==> config.mk <==
export PLATFORM = sky130hd
export DESIGN_NAME = stopwatch_counter_flat
export DESIGN_NICKNAME = d
export VERILOG_FILES = /design/src/rtl/stopwatch_pkg.sv /design/src/rtl/stopwatch_counter_if.sv /design/src/rtl/stopwatch_counter_bcd_digit.sv /design/src/rtl/stopwatch_counter.sv /design/src/flat_wrapper.sv
export SDC_FILE = /design/constraint.sdc
export NUM_CORES = 1
export LEC_CHECK = 0
export BUFFER_PORTS_ARGS = -buffer_cell sky130_fd_sc_hd__buf_4
export CAP_MARGIN = 30
export CELL_PAD_IN_SITES_DETAIL_PLACEMENT = 1
export CELL_PAD_IN_SITES_GLOBAL_PLACEMENT = 2
export CORE_ASPECT_RATIO = 0.8
export CORE_MARGIN = 3
export CORE_UTILIZATION = 36
export CTS_BUF_LIST = sky130_fd_sc_hd__clkbuf_16
export CTS_CLUSTER_DIAMETER = 200
export DETAILED_ROUTE_END_ITERATION = 8
export PLACE_DENSITY = 0.88
export SYNTH_ARGS = -nofsm -noshare
export SYNTH_HDL_FRONTEND = slang
export SYNTH_SLANG_ARGS = --single-unit
==> constraint.sdc <==
create_clock -name clk -period 2.5 [get_ports clk]
set_input_delay 0.25 -clock clk [delete_from_list [all_inputs] [get_ports clk]]
set_output_delay 0.25 -clock clk [all_outputs]
set_load 0.1 [all_outputs]
==> src/rtl/stopwatch_pkg.sv <==
// rtl/stopwatch_pkg.sv - shared BCD digit type and digit limits for the stopwatch
package stopwatch_pkg;

    localparam int DIGIT_W = 4;

    typedef logic [DIGIT_W-1:0] bcd_t;

    localparam bcd_t CSEC_ONES_MAX = 4'd9;
    localparam bcd_t CSEC_TENS_MAX = 4'd9;
    localparam bcd_t SEC_ONES_MAX  = 4'd9;
    localparam bcd_t SEC_TENS_MAX  = 4'd5;

endpackage

==> src/rtl/stopwatch_counter_if.sv <==
// rtl/stopwatch_counter_if.sv - command interface from the control FSM to the counter
interface stopwatch_counter_if;

    logic init_regs;
    logic count_enabled;

    modport master (output init_regs, output count_enabled);
    modport slave  (input  init_regs, input  count_enabled);

endinterface

==> src/rtl/stopwatch_counter_bcd_digit.sv <==
// rtl/stopwatch_counter_bcd_digit.sv - one BCD digit of the ripple-carry time chain
module bcd_digit
    import stopwatch_pkg::*;
#(
    parameter bcd_t MAX = 4'd9
) (
    input  logic clk,
    input  logic reset,
    input  logic clear,
    input  logic carry_in,
    output bcd_t value,
    output logic carry_out
);

    assign carry_out = carry_in & (value == MAX);

    always_ff @(posedge clk or negedge reset) begin
        if (!reset) begin
            value <= '0;
        end else if (clear) begin
            value <= '0;
        end else if (carry_in) begin
            value <= (value == MAX) ? '0 : value + 1'b1;
        end
    end

endmodule

==> src/rtl/stopwatch_counter.sv <==
// rtl/stopwatch_counter.sv - centisecond prescaler and SS.cc BCD counter with wrap pulse
module stopwatch_counter
    import stopwatch_pkg::*;
#(
    parameter int CLK_FREQ_HZ = 100_000_000,
    parameter int TICK_HZ     = 100
) (
    input  logic                clk,
    input  logic                reset,
    stopwatch_counter_if.slave  cmd,
    output bcd_t                sec_tens,
    output bcd_t                sec_ones,
    output bcd_t                csec_tens,
    output bcd_t                csec_ones,
    output logic                rollover
);

    localparam int DIV   = CLK_FREQ_HZ / TICK_HZ;
    localparam int PRE_W = $clog2(DIV);
    localparam logic [PRE_W-1:0] PRE_MAX = PRE_W'(DIV - 1);

    logic [PRE_W-1:0] pre;
    logic             tick;
    logic             carry_co;
    logic             carry_ct;
    logic             carry_so;
    logic             carry_st;

    assign tick = cmd.count_enabled & ~cmd.init_regs & (pre == PRE_MAX);

    // Pause holds pre so a resumed run finishes the partial centisecond.
    always_ff @(posedge clk or negedge reset) begin
        if (!reset) begin
            pre <= '0;
        end else if (cmd.init_regs) begin
            pre <= '0;
        end else if (cmd.count_enabled) begin
            pre <= (pre == PRE_MAX) ? '0 : pre + 1'b1;
        end
    end

    // The top carry already implies tick and no clear, so it is the wrap event.
    always_ff @(posedge clk or negedge reset) begin
        if (!reset) begin
            rollover <= 1'b0;
        end else begin
            rollover <= carry_st;
        end
    end

    bcd_digit #(.MAX(CSEC_ONES_MAX)) u_csec_ones (
        .clk       (clk),
        .reset     (reset),
        .clear     (cmd.init_regs),
        .carry_in  (tick),
        .value     (csec_ones),
        .carry_out (carry_co)
    );

    bcd_digit #(.MAX(CSEC_TENS_MAX)) u_csec_tens (
        .clk       (clk),
        .reset     (reset),
        .clear     (cmd.init_regs),
        .carry_in  (carry_co),
        .value     (csec_tens),
        .carry_out (carry_ct)
    );

    bcd_digit #(.MAX(SEC_ONES_MAX)) u_sec_ones (
        .clk       (clk),
        .reset     (reset),
        .clear     (cmd.init_regs),
        .carry_in  (carry_ct),
        .value     (sec_ones),
        .carry_out (carry_so)
    );

    bcd_digit #(.MAX(SEC_TENS_MAX)) u_sec_tens (
        .clk       (clk),
        .reset     (reset),
        .clear     (cmd.init_regs),
        .carry_in  (carry_so),
        .value     (sec_tens),
        .carry_out (carry_st)
    );

endmodule
==> src/flat_wrapper.sv <==
// flat-port wrapper written by rule: the top's interface ports become plain ports
module stopwatch_counter_flat import stopwatch_pkg::*;
#(
    parameter int CLK_FREQ_HZ = 100_000_000,
    parameter int TICK_HZ     = 100
)
  (clk, reset, sec_tens, sec_ones, csec_tens, csec_ones, rollover, cmd_init_regs, cmd_count_enabled);
  stopwatch_counter_if cmd_i ();
  input  logic clk;
  input  logic reset;
  output bcd_t sec_tens;
  output bcd_t sec_ones;
  output bcd_t csec_tens;
  output bcd_t csec_ones;
  output logic rollover;
  input wire logic [$bits(cmd_i.init_regs)-1:0] cmd_init_regs;
  input wire logic [$bits(cmd_i.count_enabled)-1:0] cmd_count_enabled;
  assign cmd_i.init_regs = cmd_init_regs;
  assign cmd_i.count_enabled = cmd_count_enabled;
  stopwatch_counter #(.CLK_FREQ_HZ(CLK_FREQ_HZ), .TICK_HZ(TICK_HZ)) u_core (.clk(clk), .reset(reset), .cmd(cmd_i), .sec_tens(sec_tens), .sec_ones(sec_ones), .csec_tens(csec_tens), .csec_ones(csec_ones), .rollover(rollover));
endmodule
Word-level counts from Yosys, hierarchy flattened
Index checks and enable logic that the tools add are counted.
{"block": "word_totals", "regBits": 37, "latch_bits": 0, "ramBits": 0, "mem_bits_ro": 0, "in_bits": 4, "output_inout_bits": 17, "mem_count": 0}
{"block": "op_classes", "add_sub_neg": 5, "multipliers": 0, "div": 0, "n_lt_le_gt_ge": 0, "eq_ne": 5, "shifts": 0, "muxes": 15, "bitwise_logic": 7, "n_reduce_logical": 5}
{"op": "2-to-1 mux 20 bit", "n": 3}
{"op": "2-to-1 mux 4 bit", "n": 12}
{"op": "adder 20 x 1 -> 20 bit (second input constant)", "n": 1}
{"op": "equality test 20 bit (second input constant)", "n": 1}
{"op": "adder 4 x 1 -> 4 bit (second input constant)", "n": 4}
{"op": "equality test 4 bit (second input constant)", "n": 3}
{"op": "nonzero test 2 bit", "n": 5}
{"op": "AND 1 bit", "n": 6}
{"op": "equality test 4 x 3 -> 1 bit (second input constant)", "n": 1}
{"op": "inverter 1 bit", "n": 1}

Logic depth before layout (Yosys ltp)
{"block": "depth", "depth_word": 8, "depth_mapped": 8, "mapped_depth_nobuf": 7}

Hierarchy
From an unflattened synthesis, not the netlist that was laid out.
{"block": "hier_totals", "cells_unflattened": 240, "area_unflattened_um2": 2160.8}
{"module": "stopwatch_counter", "instances": 1, "cells_per_inst": 139, "area_each_um2": 1204.9, "seq_area_each_um2": 525.5}
{"module": "bcd_digit at u_core.u_csec_ones ...", "instances": 3, "cells_per_inst": 26, "area_each_um2": 241.5, "seq_area_each_um2": 100.1}
{"module": "bcd_digit at u_core.u_sec_tens", "instances": 1, "cells_per_inst": 23, "area_each_um2": 231.5, "seq_area_each_um2": 100.1}

Worst setup path before layout
No wires, ideal clock.
{"block": "synth_path", "path_type": "register to register", "startpoint": "reg u_core.u_csec_ones.value[0]", "endpoint": "reg u_core.u_sec_tens.value[3]", "setup_time_ps": 78, "arrival_ps": 2497, "setup_slack_ps": -75, "stages_incl_launch_ff": 8, "synth_period_minus_slack_ps": 2575, "cell_sequence": "dfrtp_1 -> ha_1 -> and3b_1 -> buf_2 -> nor4b_4 -> nand4_2 -> or4_1 -> a21oi_1"}
{"block": "synth_via", "elab_chain_len": 5}
{"item": "from (decl)", "line": "stopwatch_counter_bcd_digit.sv:11", "rtl": "output bcd_t value,"}
{"item": "from (signal assigned)", "line": "stopwatch_counter_bcd_digit.sv:23", "rtl": "value <= (value == MAX) ? '0 : value + 1'b1;"}
{"item": "equality test 4 bit", "line": "stopwatch_counter_bcd_digit.sv:15", "rtl": "assign carry_out = carry_in & (value == MAX);"}
{"item": "AND 1 bit (3 in series)", "line": "stopwatch_counter_bcd_digit.sv:15"}
{"item": "nonzero test 2 bit (no line)"}
{"item": "to (signal assigned)", "line": "stopwatch_counter_bcd_digit.sv:23"}
{"item": "to (decl)", "line": "stopwatch_counter_bcd_digit.sv:11"}
Every way passes these cells.
A chain may end at the register's enable or synchronous reset.

Worst setup path after layout
{"block": "layout_path", "startpoint": "reg u_core.u_csec_ones.value[1]", "endpoint": "reg u_core.u_sec_tens.value[3]"}
The elaborated chain is that of the path after synthesis.

==> flow_summary.ini <==
[status]
status = finished clean

[logic_synthesis]
synth_edf_count = 0
ys_async_sr_fraction_pct = 100
synth-seq-cells = 37
synth_cell_types = 44
syn_nets = 253
yosys_most_used_dff = dfrtp_1
syn_area_um2 = 2140
yosys.area.top_type_share_pct = 43.2
yosys_warnings = 0
syn_area_per_cell_um2 = 8.93
yosys.area.top_type = dfrtp_1
synthTopCellsByArea = dfrtp_1 (43%), a21oi_1 (5.8%), ha_1 (5.3%)
synth_cells = 240
ys_seq_area_share_pct = 43.2

[timing]
slew_headroom_pct = 67.5
fin_crit_ns = 2.16
setup_tns_ns = 0
worst_pin_slew_ns = 0.487
rsz0062_at_grt = no
final.setup_skew_ns = 0.00252
fin_crit_sh_pct = 86.4
setup_viol = 0
setup_slack_ns = 0.340
drv_slew = 0
hold_viol = 0
fmax_mhz = 463

[clock_tree]
cts_resized = 0
numCtsBuffers = 5
cts_setup_buffers = 0
numClockSinks = 37
clk_pin_slew_ns = 0.06
cts_root_buf = clkbuf_16
insertion_delay_ns = 0.28
cts_tree = built
htree_levels = 2
cts_max_path_buffers = 2
cts_hold_buf = 1

[floorplan]
row_count = 24
ios = 21
start_util_pct = 38.2
core_um2 = 5620
die_h_um = 75.0
fp.dieW_um = 92.3
dieArea_um2 = 6920

[setup_path]
critical-path-slowest-cell = or4_1
cp.required_ns = 2.70
r2r_slack_ns = 0.34
reg2reg_to = u_core.u_sec_tens.value[3]$_DFFE_PN0P_
cpPeakStageDelay_ns = 0.46
setup.worst_path.class = register to register
rr_startpoint = u_core.u_csec_ones.value[1]$_DFFE_PN0P_
crit_chain = inv_1, ha_1, and3b_1, nor4b_4, nand4_2, or4_1, a21oi_1
endpoint_kind = register
crit_arrival_ns = 2.36
crit_path_max_fanout = 8
worstSetupStartpointType = register
reg2regPathDepth = 7

[min_path]
hold_end = u_core.pre[14]$_DFFE_PN0P_
hold_path_class = primary input to register
min-delay-start = cmd_count_enabled
hold_depth = 3

[global_route]
grt_pass1_wl_um = 9600
grt_pass1_vias = 1865
grt_usage_pct = 17.6
grt_max_degree = 38
antenna_found_initial = 0
overflow = 0

[cells_and_area]
areaGrowthSynthToFinish_pct = 17.7
layout-drive-gt1-share_pct = 15.6
final_core_util_pct = 44.9
final_nets = 275
n_antenna_cell = 0

[placement]
place_ws_ns = 0.348
dp_hpwl_um = 3920
place.gp.congestion = 0.808
portBuffers = 20

[pwr]
ir_drop_v = 0.000327
p_leak_nw = 1.10
pwr-share-clk_pct = 47.9
seqPwrFrac_pct = 47.9
netSwitchingFraction_pct = 22.6
power.internal_w = 0.000978
power_density_nw_per_um2 = 501
p_sw_w = 0.000285
combPwrFrac_pct = 4.3

[routing]
first_iter_violations = 89
ant_nets = 0
drcViolationCount = 0
via_count = 1893
viasPerCell = 5.55
avgRoutedWirePerCell_um = 16.4
dr.pass1.iters = 4
wirelength_um = 5590

[job]
max_cap_viol_count = 0
## worst max-delay path, delay by kind of cell (launching register included)
kind | cells | cell delay, ns
and+or+nand+nor | 4 | 1.31
DFF | 1 | 0.42
AOI/OAI and AO/OA | 1 | 0.15
adders and majority gates | 1 | 0.13
buffers and inverters | 1 | 0.08
## how the worst max path moves through the flow
| stage | start | to | slack [ns] | cells after the start |
|---|---|---|---|---|
| after floorplan | u_core.u_csec_ones.value[3]$_DFFE_PN0P_ | u_core.u_sec_tens.value[3]$_DFFE_PN0P_ | 0.12 | 6 |
| after global routing | u_core.u_csec_ones.value[1]$_DFFE_PN0P_ | u_core.u_sec_tens.value[3]$_DFFE_PN0P_ | 0.1 | 7 |
| final | u_core.u_csec_ones.value[1]$_DFFE_PN0P_ | u_core.u_sec_tens.value[3]$_DFFE_PN0P_ | 0.34 | 7 |
| after detailed placement | u_core.u_csec_ones.value[1]$_DFFE_PN0P_ | u_core.u_sec_tens.value[3]$_DFFE_PN0P_ | 0.35 | 7 |
| after global placement | u_core.u_csec_ones.value[1]$_DFFE_PN0P_ | u_core.u_sec_tens.value[3]$_DFFE_PN0P_ | 0.46 | 7 |
| after CTS | u_core.u_csec_ones.value[1]$_DFFE_PN0P_ | u_core.u_sec_tens.value[3]$_DFFE_PN0P_ | 0.32 | 7 |
## synth_stat cells, drive strengths merged, types with 3 or more instances
cell,instances
buf,5
nor2,15
dfrtp,37
nor3,9
or3,14
a21oi,26
o21ai,12
nand2,29
nor4b,3
inv,11
nand4,6
or4,4
and3,5
xor2,3
a21o,5
nand3,17
clkbuf,5
ha,9
## power by group through the flow
stage / sequential (W) / clock (W) / combinational (W)
2_1_floorplan: 0.000615 / 0 / 0.0000267
3_3_place_gp: 0.000615 / 0 / 0.0000531
3_5_place_dp: 0.000615 / 0 / 0.0000541
4_1_cts: 0.000605 / 0.000616 / 0.0000558
5_1_grt: 0.000605 / 0.000642 / 0.0000608
6_report: 0.000605 / 0.000605 / 0.0000539
## layout make-up
cell class | instances | area, µm²
inverter | 11 | 41.3
clock inverter | 3 | 13.8
sequential | 37 | 928
fill | 674 | 3090
clock buffer | 5 | 125
timing repair buffer | 25 | 190
multi-input combinational | 182 | 1130
tap | 78 | 97.6
## logic make-up after synthesis
group                      after synthesis  share of synthesized area (%)
buffers and inverters                   21                           4.26
AOI/OAI and AO/OA                       52                           14.1
adders and majority gates                9                           5.25
and+or+nand+nor                        116                           31.0
muxes                                    2                          0.934
xor gates and xnor gates                 3                           1.23
DFF                                     37                           43.2
## flip-flops by register name, indices dropped and copies added, names as in the netlist
name                      count
u_core.pre                   20
u_core.rollover               1
u_core.u_csec_ones.value      4
u_core.u_csec_tens.value      4
u_core.u_sec_ones.value       4
u_core.u_sec_tens.value       4
## metal layers
metal,vias to the layer above,share of wire [%],global-route usage [%]
li1,916,-,-
met1,943,52,25.7
met2,28,44,26.9
met3,6,3.4,3.40
met4,0,1.1,4.94
met5,-,0,0
## per-stage QoR
stage	cells	total power [W]	hold slack (ns)	cell area, µm²
after global placement	332	0.000668	0.251	2370
after detailed placement	332	0.000670	0.255	2370
after floorplan	240	0.000641	-0.0456	2150
final	341	0.00126	0.341	2520
after CTS	341	0.00128	0.338	2520
after global routing	341	0.00131	0.372	2520
## cell usage in the layout, fill, tap and decap left out, types with 2 or more instances in the layout
cell,count
and3_1,5
dfrtp_2,2
or4_1,4
nand2_1,29
nand3_1,15
ha_1,9
clkinv_2,2
nor3_1,8
a21oi_1,25
xor2_1,3
buf_4,24
a31oi_1,2
o21ai_0,12
a22o_1,2
and3b_1,2
nand4_1,5
nor4_1,2
nor2_1,15
and4_1,2
nor2b_1,2
inv_1,12
clkbuf_16,5
mux2i_1,2
a21o_1,5
or3_1,14
dfrtp_1,35
Power figures use the tool's default switching activity.
